==> config.mk <==
export PLATFORM = sky130hd
export DESIGN_NAME = bcd_scan_control
export DESIGN_NICKNAME = d
export VERILOG_FILES = /design/src/rtl/bcd_pkg.sv /design/src/rtl/refresh_prescaler.sv /design/src/rtl/bcd_scan_control.sv
export SDC_FILE = /design/constraint.sdc
export NUM_CORES = 1
export LEC_CHECK = 0
export CAP_MARGIN = 20
export CORE_MARGIN = 10
export CORE_UTILIZATION = 25
export CTS_BUF_LIST = sky130_fd_sc_hd__clkbuf_4 sky130_fd_sc_hd__clkbuf_8 sky130_fd_sc_hd__clkbuf_16
export CTS_CLUSTER_DIAMETER = 200
export CTS_CLUSTER_SIZE = 8
export DETAILED_ROUTE_END_ITERATION = 10
export HOLD_SLACK_MARGIN = 0.02
export PLACE_DENSITY = 0.54
export RECOVER_POWER = 100
export SYNTH_ARGS = -nofsm -noshare
export SYNTH_HDL_FRONTEND = slang
export SYNTH_SLANG_ARGS = --single-unit
==> constraint.sdc <==
create_clock -name clk -period 1.82 [get_ports clk]
set_input_delay 0.273 -clock clk [delete_from_list [all_inputs] [get_ports clk]]
set_output_delay 0.273 -clock clk [all_outputs]
set_load 0.1 [all_outputs]
==> src/rtl/bcd_pkg.sv <==
// Shared definitions for the seven-segment display path: nibble width, digit limits,
// slot state encoding and the anode "all off" pattern for either drive polarity.
package bcd_pkg;

    localparam int unsigned BCD_W      = 4;
    localparam int unsigned MAX_DIGITS = 8;

    typedef enum logic {
        GUARD = 1'b0,
        ON    = 1'b1
    } slot_state_t;

    function automatic logic [MAX_DIGITS-1:0] ANODE_OFF(input bit active_low);
        return {MAX_DIGITS{active_low}};
    endfunction

endpackage

==> src/rtl/refresh_prescaler.sv <==
// Free-running 0..DIV-1 counter; tick marks the wrap cycle (the slot boundary).
module refresh_prescaler #(
    parameter int unsigned DIV = 100000
) (
    input  logic                    clk,
    input  logic                    reset_n,
    output logic [$clog2(DIV)-1:0]  count,
    output logic                    tick
);

    localparam int unsigned CW = $clog2(DIV);
    localparam logic [CW-1:0] LAST = CW'(DIV - 1);

    assign tick = (count == LAST);

    always_ff @(posedge clk) begin
        if (!reset_n) begin
            count <= '0;
        end else if (tick) begin
            count <= '0;
        end else begin
            count <= count + 1'b1;
        end
    end

endmodule

==> src/rtl/bcd_scan_control.sv <==
// Time-multiplexed BCD digit scanner: per-frame snapshot, guard interval, leading-zero
// and mask blanking, decimal-point routing, all outputs registered.
module bcd_scan_control
    import bcd_pkg::*;
#(
    parameter int unsigned NUM_DIGITS       = 4,
    parameter int unsigned REFRESH_DIV      = 100000,
    parameter int unsigned GUARD_CYCLES     = 1000,
    parameter bit          ANODE_ACTIVE_LOW = 1'b1
) (
    input  logic                          clk,
    input  logic                          reset_n,
    input  logic [BCD_W*NUM_DIGITS-1:0]   digits_in,
    input  logic [NUM_DIGITS-1:0]         dp_in,
    input  logic [NUM_DIGITS-1:0]         digit_en,
    input  logic                          lz_blank_en,
    output logic [NUM_DIGITS-1:0]         anode,
    output logic [BCD_W-1:0]              digit,
    output logic                          dp,
    output logic [$clog2(NUM_DIGITS)-1:0] digit_index,
    output logic                          frame_start
);

    localparam int unsigned IW = $clog2(NUM_DIGITS);
    localparam int unsigned CW = $clog2(REFRESH_DIV);

    localparam logic [MAX_DIGITS-1:0] OFF_ALL   = ANODE_OFF(ANODE_ACTIVE_LOW);
    localparam logic [NUM_DIGITS-1:0] ANODE_ALL_OFF = OFF_ALL[NUM_DIGITS-1:0];
    localparam logic [IW-1:0] LAST_INDEX  = IW'(NUM_DIGITS - 1);
    localparam logic [CW-1:0] GUARD_LAST  = CW'((GUARD_CYCLES > 0) ? GUARD_CYCLES - 1 : 0);
    localparam slot_state_t   SLOT_START  = (GUARD_CYCLES == 0) ? ON : GUARD;

    logic [CW-1:0]               count;
    logic                        tick;
    logic [IW-1:0]               index;
    slot_state_t                 state;
    logic                        first;
    logic                        capture;

    logic [BCD_W*NUM_DIGITS-1:0] snap_digits;
    logic [NUM_DIGITS-1:0]       snap_dp;
    logic [NUM_DIGITS-1:0]       snap_en;
    logic                        snap_lz;

    logic [NUM_DIGITS-1:0]       blank;
    logic                        zero_run;
    logic [NUM_DIGITS-1:0]       onehot;
    logic [BCD_W-1:0]            cur_nib;
    logic                        cur_blank;
    logic                        cur_dp;

    refresh_prescaler #(
        .DIV (REFRESH_DIV)
    ) u_prescaler (
        .clk     (clk),
        .reset_n (reset_n),
        .count   (count),
        .tick    (tick)
    );

    assign capture = first | (tick & (index == LAST_INDEX));

    // Walk from the most significant digit down; zero_run stays set while every
    // nibble seen so far is zero. Digit 0 is exempt so a zero value still shows "0".
    always_comb begin
        zero_run = 1'b1;
        blank    = '0;
        for (int unsigned k = 0; k < NUM_DIGITS; k++) begin
            zero_run = zero_run & (snap_digits[BCD_W*(NUM_DIGITS-1-k) +: BCD_W] == '0);
            blank[NUM_DIGITS-1-k] = ~snap_en[NUM_DIGITS-1-k]
                                  | (snap_lz & zero_run & (k != NUM_DIGITS - 1));
        end
    end

    always_comb begin
        onehot        = '0;
        onehot[index] = 1'b1;
        cur_nib       = snap_digits[BCD_W*index +: BCD_W];
        cur_blank     = blank[index];
        cur_dp        = snap_dp[index];
    end

    always_ff @(posedge clk) begin
        if (!reset_n) begin
            index       <= '0;
            state       <= SLOT_START;
            first       <= 1'b1;
            snap_digits <= '0;
            snap_dp     <= '0;
            snap_en     <= '0;
            snap_lz     <= 1'b0;
            anode       <= ANODE_ALL_OFF;
            digit       <= '0;
            dp          <= 1'b0;
            digit_index <= '0;
            frame_start <= 1'b0;
        end else begin
            first <= 1'b0;

            if (capture) begin
                snap_digits <= digits_in;
                snap_dp     <= dp_in;
                snap_en     <= digit_en;
                snap_lz     <= lz_blank_en;
            end

            if (tick) begin
                index <= (index == LAST_INDEX) ? '0 : index + 1'b1;
                state <= SLOT_START;
            end else if ((GUARD_CYCLES != 0) && (count == GUARD_LAST)) begin
                state <= ON;
            end

            // Outputs reflect this cycle's slot; a new snapshot is seen from the next one.
            if ((state == ON) && !cur_blank) begin
                anode <= ANODE_ACTIVE_LOW ? ~onehot : onehot;
            end else begin
                anode <= ANODE_ALL_OFF;
            end
            digit       <= cur_blank ? '0 : cur_nib;
            dp          <= cur_dp & ~cur_blank & (state == ON);
            digit_index <= index;
            frame_start <= capture;
        end
    end

endmodule

## Yosys cells after proc, flatten, opt, wreduce, memory -nomap -nowiden

Cells that the tools add are included.

| operators by class | value |
|---|---|
| order comparisons | 2 |
| divide/modulo/power cells | 0 |
| muxes and demuxes | 8 |
| multipliers | 0 |
| bitwise gates (word level) | 19 |
| reduce and logical (&&, ||, !) cells | 9 |
| $add $sub $neg | 2 |
| equal/unequal tests | 3 |
| shift-type cells | 1 |

Operator list:

| cell | count |
|---|---|
| $add A17 B1 Y17 const B | 1 |
| $eq A17 B10 Y1 const B | 1 |
| $eq A17 B17 Y1 const B | 1 |
| $shiftx A16 B5 Y4 | 1 |
| $logic_not A4 Y1 | 3 |
| $and A1 B1 Y1 | 8 |
| $not A1 Y1 | 6 |
| $bmux W1 S2 | 2 |
| $mux W1 | 4 |
| $not A4 Y4 | 1 |
| $or A1 B1 Y1 | 4 |
| $reduce_or A2 Y1 | 2 |
| $lt A2 B3 Y1 const B | 1 |
| $add A2 B1 Y2 const B | 1 |
| $demux W1 S2 | 1 |
| $eq A2 B2 Y1 const B | 1 |
| $ge A2 B1 Y1 const B | 1 |
| $logic_and A1 B1 Y1 | 2 |
| $mux W2 | 1 |
| $reduce_and A2 Y1 | 1 |
| $logic_not A1 Y1 | 1 |

| storage, ports and cells | value |
|---|---|
| logic and storage cells | 57 |
| bits in read-only memories | 0 |
| bits in registers | 58 |
| latch bits | 0 |
| memory bits (writable) | 0 |
| memories | 0 |
| bits of input ports | 27 |

## Longest topological paths before layout

Gate-level depths: netlist of the first run.

| logic depth | value |
|---|---|
| depth after elaboration | 10 |
| depth in mapped cells | 8 |
| mapped depth without buffers | 5 |

## Hierarchy

A second synthesis of the first run with hierarchy kept.

| second synthesis, totals | value |
|---|---|
| cells, all modules | 265 |
| area, all modules | 2394.8 um2 |

Modules (own cells, without submodules):

| module | cells an instance | area each (um2) | instances |
|---|---|---|---|
| bcd_scan_control | 178 | 1606.5 | 1 |
| refresh_prescaler | 87 | 788.3 | 1 |

## Worst setup path before layout of the first run

Ideal clock, no wire load.

| timing path | value |
|---|---|
| path type | register to register |
| from | register u_prescaler.count[0] |
| to | register state |
| path buffers | 3 |
| cell stages (with the launch flop) | 9 |
| arrival | 1555 ps |
| period minus slack after synthesis | 1672 ps |
| data required time | 1703 ps |
| setup slack | 148 ps |
| cell sequence | dfxtp_1 -> ha_1 -> and4_1 -> buf_4 -> nand4_2 -> buf_4 -> o21ai_4 -> buf_6 -> nor2_1 |

| on the way | value |
|---|---|
| cells in the longest elaborated chain, start to end | 2 |

RTL lines:

| item | line | source |
|---|---|---|
| start: declaration | refresh_prescaler.sv:7 | `output logic [$clog2(DIV)-1:0] count,` |
| start signal: assignment | refresh_prescaler.sv:22 | `count <= count + 1'b1;` |
| $eq A17 B17 Y1 | refresh_prescaler.sv:14 | `assign tick = (count == LAST);` |
| $reduce_or A2 Y1 (no source line) | n/a |  |
| end signal: assignment | bcd_scan_control.sv:86 | `state <= SLOT_START;` |
| end signal: assignment | bcd_scan_control.sv:109 | `state <= SLOT_START;` |
| end signal: assignment | bcd_scan_control.sv:111 | `state <= ON;` |
| end: declaration | bcd_scan_control.sv:36 | `slot_state_t state;` |

Several ways; a longest one is shown, not always the timed one.
A chain may end at the register's enable or synchronous reset.

## Worst setup path after layout of the first run

| timing path | value |
|---|---|
| from | register u_prescaler.count[0] |
| to | register index[0] |

| on the way | value |
|---|---|
| cells in the longest elaborated chain, start to end | 1 |

RTL lines:

| item | line | source |
|---|---|---|
| $eq A17 B17 Y1 | refresh_prescaler.sv:14 |  |
| end signal: assignment | bcd_scan_control.sv:108 | `index <= (index == LAST_INDEX) ? '0 : index + 1'b1;` |
| end: declaration | bcd_scan_control.sv:35 | `logic [IW-1:0] index;` |

No other way between the ends.

==> results.ini, run 1 <==
[setup_path]
cp_cell_sequence=ha_1, and4_2, nand4_2, or4_1, a21oi_1
rr_worst_depth=5
rrSetupSlack_ns=0.13
critical_path_required_ns=2.07
cp-start-kind=register
endpoint_kind=register
setup.worst_path.class=register to register
path_delay_family=simple AND/OR/NAND/NOR gates
slowest_delay_ns=0.50
r2r_end=index[0]
cp.depth=5
path_max_fanout=5
crit_slowest_cell=or4_1
crit_path_start=u_prescaler.count[0]
r2r-start=u_prescaler.count[0]
crit_buf_inv=0
cp-endpoint=index[0]
crit_arrival_ns=1.95

[flow_run]
max_cap_violations=0

[cells_and_area]
fillers=1269
final_util_pct=33.19
layout-drive-gt1-share_pct=15.63
n_antenna_cell=0
fin_nets=430
syn2layout_area_growth_pct=28.17

[timing]
tightest_slew_ns=0.5516
hold_violations=0
slew_viol_final=0
maxSlewHeadroom_pct=63.23
period_needed_ns=1.694
fin_skew_ns=0.006767
max_freq_mhz=590.2
tns_ns=0
rsz0062_at_grt=no
post-route-period-util_pct=93.09
setup_violations=0

[power_and_ir_drop]
p_seq_share_pct=37.7
switching_share_pct=21.71
p_clk_share_pct=54.0
internal_power_uw=2890
power_leakage_uw=0.001529
vdd_drop_max_uv=422.4
switchingPower_uw=801.2
p_comb_share_pct=8.3
p_per_area_nw_per_um2=914.4
finalPower_uw=3691

[logic_synthesis]
synth_nets=398
async_reset_ff_share_pct=0
synth_area_per_cell_um2=8.605
yosys.cell_types.count=38
synthFlopType=dfxtp_1
ys_ff_latch=58
ys_seq_area_share_pct=36.87
syn_area_um2=3149
synthCells=366
synth_edf_count=0
yosysWarnings=0

[placed_design]
routabilityCongestion=0.7956
port_buffers=38
place_hpwl_mm=6.166

[clocking]
cts_root_buf=clkbuf_16
postCtsSetupBuffers=0
clk_pin_slew_ns=0.05
cts_tree=built
clk_latency_ns=0.33
cts_made_buffers=9
cts_sinks=58
htreeDepth=3
ctsHoldBuffers=0
cts_buffer_depth=2

[drt]
met2_length_mm=4.026
drtAntennaViolNets=0
drt_iter0_markers=234
drc=0
wl_met3_um=310
drt_first_pass_iters=4
wl_met1_mm=4.673
routedWlPerCell_um=15.88
vias=2962
top_layer=met4
drt-vias-per-instance=5.187
routed_wl_mm=9.068

[floorplan]
num_rows=40
die-area_um2=17490
die_w_um=132.2
start_util_pct=25.90
ios=39
die_h_um=132.2
coreArea_um2=12160

[global_route]
gr-total-overflow=0
track_usage_pct=10.33
grt_max_degree=40
grt_pass1_wl_mm=15.24
antenna_found_initial=0
grt_pass1_vias=2904

[status]
status=finished, final reports clean

[hold_path]
hold_path.class=input port to register
hold_depth=3

[kinds of logic (layout without fill, tap and decap cells)]
logic type	count (synthesis)	count (layout)	synth area share (%)
buffers and inverters	46	83	6.952
adders and majority gates	5	5	1.986
and+or+nand+nor	172	172	31.74
muxes	5	5	3.576
xor gates and xnor gates	11	11	3.059
AOI/OAI and AO/OA	69	69	15.81
DFF	58	58	36.87
[worst reg2reg max path, stage by stage (launching register included)]
cell     delay [ns]
dfxtp_1        0.35
ha_1           0.18
and4_2         0.27
nand4_2        0.17
or4_1          0.50
a21oi_1        0.15
[layout make-up]
type	count	area (µm²)	area share [%]
clock buffers	11	252.7	6.262
multi-input cells	262	1788	44.30
clock inverters	5	100.1	2.480
flip-flops and latches	58	1161	28.77
repair buffers	61	501.7	12.43
inverters	6	22.52	0.5580
well taps	168	210.2	5.208
[timing repair]
item | in CTS | in global routing
setup endpoints to repair | 0 | 21
resized for setup | 0 | 5
endpoints found under the hold margin | 0 | 0
[worst min path at each step]
stage	start	to
2_1_floorplan	state	anode[0]
3_3_place_gp	u_prescaler.count[0]	u_prescaler.count[0]
3_5_place_dp	u_prescaler.count[0]	u_prescaler.count[0]
4_1_cts	reset_n	snap_en[0]
5_1_grt	reset_n	snap_lz
6_report	reset_n	snap_en[0]
[state kept, by name (all words and copies together) (netlist names)]
signal and flops:
u_prescaler.count 17, snap_digits 16, anode 4, digit 4, snap_dp 4, snap_en 4
digit_index 2, index 2, dp 1, first 1, frame_start 1, snap_lz 1
state 1
[synth_stat cells, drive strengths merged, types with 8 or more instances]
master   instances  area share, %
clkbuf          22            2.6
a31oi           24            4.8
o2111ai         25            7.0
nand2            8           0.95
and3            30            6.0
buf             18            3.6
nor3b           24            5.7
nand3           58            9.2
dfxtp           58             37
a21oi            8            1.3
nand4           11            2.4
nor2            16            1.9
[through the flow]
step	hold WS [ns]	setup slack, ns	instances	instance area (µm²)
floorplan	0.4172	0.1482	366	3149
global placement	0.4311	0.1458	555	3706
detailed placement	0.4460	0.08139	555	3706
CTS	0.3750	0.08314	571	4059
global route	0.4085	0.01485	571	4036
finish	0.3807	0.1258	571	4036
[power groups by stage]
stage,Sequential [µW],Combinational [µW],Clock (µW)
after global routing,1400,341,2080
final,1390,306,1990
after floorplan,1420,169,0
after CTS,1390,308,2010
after global placement,1410,302,0
after detailed placement,1410,308,0
[cells in the final DEF, fill, tap and decap left out, types with 9 or more instances in the layout]
cell type,instances
clkbuf_16,9
a31oi_1,24
dfxtp_1,58
nor2_1,16
nand4_1,10
nor3b_1,24
o2111ai_1,25
clkdlybuf4s50_1,25
buf_4,18
and3_1,30
clkbuf_2,12
nand3_1,57
[metal layers]
| metal | track usage (%) | up-vias |
|---|---|---|
| li1 | - | 1473 |
| met1 | 14.11 | 1443 |
| met2 | 15.41 | 44 |
| met3 | 2.591 | 2 |
| met4 | 3.362 | 0 |
| met5 | 0 | - |
(Power assumes the default switching activity.)
==> run 2, diff against run 1 <==
==> constraint.sdc (replaced) <==
create_clock -name clk -period 1.82 [get_ports clk]
set_input_delay 0.273 -clock clk [delete_from_list [all_inputs] [get_ports clk]]
set_output_delay 0.273 -clock clk [all_outputs]
set_load 0.005 [all_outputs]
==> run 2 against run 1 <==
Cell count decreased by 0.35%. Largest power group unchanged. Global-route usage is 0.35 points lower. Worst setup slack improved by 0.021 ns.
==> results.ini, run 2 (synthesis gave the netlist of run 1 again) <==
[status]
status=finished, final reports clean

[floorplan]
die_h_um=132.2  ; unchanged
start_util_pct=25.90  ; unchanged
coreArea_um2=12160  ; unchanged
die-area_um2=17490  ; unchanged
die_w_um=132.2  ; unchanged
num_rows=40  ; unchanged
ios=39  ; unchanged

[hold_path]
hp-start=reset_n
hold_depth=3  ; unchanged
hold_path.class=input port to register
min_to=snap_en[0]

[clocking]
clk_pin_slew_ns=0.05  ; about the same
ctsHoldBuffers=0  ; unchanged
cts_made_buffers=9  ; unchanged
htreeDepth=3  ; unchanged
clk_latency_ns=0.32  ; about the same
cts_root_buf=clkbuf_16
cts_tree=built
cts_sinks=58  ; unchanged
cts_buffer_depth=2  ; unchanged

[placed_design]
placed_cells=553  ; -0.36%
routabilityCongestion=0.8275  ; +4.0%
port_buffers=38  ; unchanged
place_hpwl_mm=6.143  ; -0.37%

[timing]
maxSlewHeadroom_pct=63.59  ; +0.36 points
period_needed_ns=1.673  ; -0.02089 ns
post-route-period-util_pct=91.94  ; -1.1 points
max_freq_mhz=597.6  ; +1.2%
rsz0062_at_grt=no
tightest_slew_ns=0.5461  ; -0.005457 ns
fin_skew_ns=0.005889  ; -0.0008785 ns
hold_violations=0  ; unchanged
setup_violations=0  ; unchanged
tns_ns=0  ; unchanged
slew_viol_final=0  ; unchanged

[power_and_ir_drop]
switchingPower_uw=746.0  ; -6.9%
switching_share_pct=20.88  ; -0.82 points
p_per_area_nw_per_um2=882.8  ; -3.5%
internal_power_uw=2826  ; -2.2%
vdd_drop_max_uv=410.4  ; -2.8%
power_leakage_uw=0.001518  ; -0.72%
p_seq_share_pct=38.9  ; +1.2 points
p_comb_share_pct=7.8  ; -0.5 points
p_clk_share_pct=53.3  ; -0.7 points

[setup_path]
crit_arrival_ns=1.89  ; -0.06 ns
rrSetupSlack_ns=0.15  ; +0.02 ns
setup.worst_path.class=register to register
slowest_delay_ns=0.45  ; -0.05 ns
crit_buf_inv=0  ; unchanged
endpoint_kind=register
critical_path_required_ns=2.03  ; -0.04 ns
path_delay_family=simple AND/OR/NAND/NOR gates
rr_worst_depth=4  ; -1
path_max_fanout=9  ; +4
cp_cell_sequence=nor4_1, a311oi_1, a311o_1, and4_1
crit_slowest_cell=a311o_1
r2r_end=dp
cp-start-kind=register
r2r-start=snap_digits[9]

[drt]
vias=2948  ; -0.47%
drt_first_pass_iters=4  ; unchanged
routed_wl_mm=8.813  ; -2.8%
drt-vias-per-instance=5.181  ; -0.12%
drtAntennaViolNets=0  ; unchanged
drc=0  ; unchanged
drt_iter0_markers=267  ; +14%
routedWlPerCell_um=15.49  ; -2.5%

[cells_and_area]
largest_register_ffs=17  ; unchanged
n_antenna_cell=0  ; unchanged
syn2layout_area_growth_pct=28.49
top_register=u_prescaler.count
most-common-layout-cells=dfxtp_1 (58), nand3_1 (57), and3_1 (30), o2111ai_1 (25), clkdlybuf4s50_1 (25)
fin_cells=569  ; -0.35%
largestRegisters=u_prescaler.count (17), snap_digits (16)
fin_nets=428  ; -0.47%
fillers=1229  ; -3.2%
layout_commonest_cell=dfxtp_1
layout-drive-gt1-share_pct=11.47  ; -4.2 points

[global_route]
grt_max_degree=40  ; unchanged
grt_pass1_vias=2883  ; -0.72%
grt_pass1_wl_mm=14.65  ; -3.9%
antenna_found_initial=0  ; unchanged
track_usage_pct=9.975  ; -0.35 points
gr-total-overflow=0  ; unchanged

[flow_run]
max_cap_violations=0  ; unchanged

==> run 2: repair_timing <==
item                                    CTS  global route
endpoints found under the setup margin    0             7
buffers inserted                          0             0
resized for setup                         0             3
==> run 2: power groups by stage <==
stage / registers [µW] / logic, µW / clock network [µW]
6_report: 1390 / 279 / 1900
5_1_grt: 1400 / 308 / 2010
4_1_cts: 1390 / 282 / 1940
3_5_place_dp: 1410 / 281 / 0
3_3_place_gp: 1410 / 276 / 0
2_1_floorplan: 1390 / 169 / 0
==> run 2: worst min-delay path, delay by kind of cell <==
family / cells / cell delay, ns
AND/OR/NAND/NOR: 1 / 0.07
AO/OA/AOI/OAI: 1 / 0.10
buffers and inverters: 1 / 0.19
==> run 2: worst max-delay path by stage <==
stage                                     from        to  slack, ns  cells past startpoint
after floorplan           u_prescaler.count[0]     state       0.15                      8
after global placement         snap_digits[15]        dp       0.14                      4
after detailed placement       snap_digits[15]        dp       0.13                      4
after CTS                      snap_digits[15]        dp       0.11                      4
after global routing      u_prescaler.count[0]  index[1]       0.02                      6
final                           snap_digits[9]        dp       0.15                      4
==> run 2: layer usage <==
| metal | global-route usage, % | part of all wire, % |
|---|---|---|
| met5 | 0 | 0 |
| met4 | 4.095 | 1.3 |
| met3 | 2.744 | 3.8 |
| met2 | 15.39 | 46 |
| met1 | 12.78 | 49 |
==> run 2: cell type report <==
type | count | area, µm² | share of cell area [%]
clock inverter | 6 | 105.1 | 2.597
sequential | 58 | 1161 | 28.70
clock buffer | 10 | 232.7 | 5.751
tap | 168 | 210.2 | 5.195
timing repair buffer | 59 | 545.5 | 13.48
inverter | 6 | 22.52 | 0.5566
multi-input combinational | 262 | 1769 | 43.72
==> run 2: metrics by stage <==
stage	worst slack [ns]	instance area [µm²]	util [%]	total power, µW	hold slack (ns)
floorplan	0.1482	3149	-	1562	0.4172
global placement	0.1350	3721	30.60	1688	0.4301
detailed placement	0.1277	3721	30.60	1696	0.4431
CTS	0.1116	4059	33.37	3615	0.3779
global route	0.01911	4046	33.27	3711	0.3781
finish	0.1467	4046	33.27	3572	0.3679
==> run 3, diff against run 2 <==
--- a/config.mk
+++ b/config.mk
@@ -14,7 +14,6 @@
 export DETAILED_ROUTE_END_ITERATION = 10
 export HOLD_SLACK_MARGIN = 0.02
 export PLACE_DENSITY = 0.54
-export RECOVER_POWER = 100
 export SYNTH_ARGS = -nofsm -noshare
 export SYNTH_HDL_FRONTEND = slang
 export SYNTH_SLANG_ARGS = --single-unit
==> constraint.sdc (replaced) <==
create_clock -name clk -period 1.9 [get_ports clk]
set_input_delay 0.285 -clock clk [delete_from_list [all_inputs] [get_ports clk]]
set_output_delay 0.285 -clock clk [all_outputs]
set_load 0.005 [all_outputs]
==> run 3 against run 2 <==
Wire length grew 4.1%. Cell count shrank 1.1%. Utilization shrank 0.34 points. Critical endpoint unchanged. Largest cell class unchanged.
==> results.ini, run 3 (synthesis gave the netlist of run 1 again) <==
[cells_and_area]
fin_nets=423  ; -1.2%
largestRegisters=u_prescaler.count (17), snap_digits (16)
top_register=u_prescaler.count
fin_area_um2=4005  ; -1.0%
most-common-layout-cells=nand3_1 (58), dfxtp_1 (58), clkdlybuf4s50_1 (37), and3_1 (30), o2111ai_1 (25)
largest_register_ffs=17  ; unchanged
layout-drive-gt1-share_pct=10.13  ; -1.3 points
n_antenna_cell=0  ; unchanged
syn2layout_area_growth_pct=27.18

[global_route]
use_met2_pct=16.56  ; +1.2 points
grt.met3_usage_pct=3.011  ; +0.27 points
grt_pass1_vias=2870  ; -0.45%
gr-total-overflow=0  ; unchanged
track_usage_pct=10.51  ; +0.54 points
busiest_layer=met2
grt_max_degree=53  ; +33%
grt_pass1_wl_mm=15.31  ; +4.5%
grt.met1_usage_pct=13.19  ; +0.40 points
antenna_found_initial=0  ; unchanged

[floorplan]
ios=39  ; unchanged
die-area_um2=17490  ; unchanged
start_util_pct=25.90  ; unchanged
coreArea_um2=12160  ; unchanged
num_rows=40  ; unchanged
die_h_um=132.2  ; unchanged
die_w_um=132.2  ; unchanged

[clocking]
clk_pin_slew_ns=0.05  ; about the same
cts_made_buffers=9  ; unchanged
cts_buffer_depth=2  ; unchanged
ctsHoldBuffers=0  ; unchanged
cts_tree=built
htreeDepth=3  ; unchanged
cts_root_buf=clkbuf_16
cts_resized=0  ; unchanged
postCtsSetupBuffers=0  ; unchanged
clk_latency_ns=0.32  ; about the same
cts_sinks=58  ; unchanged

[timing]
hold_violations=0  ; unchanged
post-route-period-util_pct=91.09  ; -0.85 points
max_freq_mhz=577.8  ; -3.3%
tightest_slew_ns=0.5362  ; -0.009924 ns
tns_ns=0  ; unchanged
rsz0062_at_grt=no
slew_viol_final=0  ; unchanged
setup_violations=0  ; unchanged
maxSlewHeadroom_pct=64.25  ; +0.66 points
fin_skew_ns=0.006659  ; +0.0007705 ns
period_needed_ns=1.731  ; +0.05737 ns

[setup_path]
cp-start-kind=register
setup.worst_path.class=register to register
endpoint_kind=register
path_max_fanout=9  ; unchanged
critical_path_required_ns=2.12  ; +0.09 ns
crit_arrival_ns=1.95  ; +0.06 ns

[drt]
drt_first_pass_iters=4  ; unchanged
routed_wl_mm=9.172  ; +4.1%
drtAntennaViolNets=0  ; unchanged
drc=0  ; unchanged
drt-vias-per-instance=5.275  ; +1.8%
vias=2970  ; +0.75%
routedWlPerCell_um=16.29  ; +5.2%
drt_iter0_markers=185  ; -31%

[placed_design]
routabilityCongestion=0.7878  ; -4.8%
place_hpwl_mm=6.078  ; -1.1%
post_dp_cell_area_um2=3696  ; -0.67%
port_buffers=38  ; unchanged

[status]
status=finished, final reports clean

[flow_run]
max_cap_violations=0  ; unchanged

[hold_path]
hold_path.class=input port to register

[power_and_ir_drop]
p_per_area_nw_per_um2=814.7  ; -7.7%
power_leakage_uw=0.001475  ; -2.8%
vdd_drop_max_uv=399.1  ; -2.7%

## run 3: cell types whose count changed in the layout (fill, tap and decap cells not counted), moves of 2 or more
cell and change:
buf_4 -4, bufinv_16 -2, clkinv_2 -2, buf_12 +2, dlygate4sd3_1 -12, clkbuf_8 +3
clkdlybuf4s50_1 +12
## run 3: cell type report
class | count | area, µm²
tap | 168 | 210.2
clock inverter | 2 | 35.03
fill | 1235 | 8157
timing repair buffer | 54 | 533.0
sequential | 58 | 1161
clock buffer | 13 | 274.0
multi-input combinational | 262 | 1769
inverter | 6 | 22.52
## run 3: final timing paths
kind | from | endpoint | slack [ns] | cells after the start
setup / recovery | snap_digits[15] | dp | 0.17 | 4
hold / removal | reset_n | digit_index[0] | 0.31 | 2
setup reg to reg | snap_digits[15] | dp | 0.17 | 4
hold reg to reg | u_prescaler.count[0] | u_prescaler.count[0] | 0.45 | 1
## run 3: power breakdown
part           total (µW)  internal (µW)  leakage [µW]  switching, µW
clock                1660           1130      0.000155            538
sequential           1330           1280      0.000475           54.9
combinational         266            141      0.000844            125
total                3260           2540       0.00147            719
## run 3: metal layers
metal / vias to the layer above / share of wire [%]
li1: 1455 / -
met1: 1438 / 48
met2: 65 / 46
met3: 12 / 4.9
met4: 0 / 1.8
met5: - / 0
## run 3: critical path: stages, from the launching register on
cell      delay, ns
dfxtp_1        0.33
nor4_1         0.44
a311oi_1       0.17
a311o_1        0.46
and4_1         0.23
## run 3: per-stage QoR
step / cells / hold WS, ns / setup slack (ns) / power [µW] / util (%)
after global placement: 548 / 0.4317 / 0.2350 / 1614 / 30.39
after detailed placement: 548 / 0.4556 / 0.2183 / 1624 / 30.39
after floorplan: 366 / 0.4172 / 0.2282 / 1496 / -
after global routing: 563 / 0.3225 / 0.05641 / 3376 / 32.93
final: 563 / 0.3142 / 0.1693 / 3263 / 32.93
after CTS: 563 / 0.2965 / 0.1994 / 3300 / 32.93
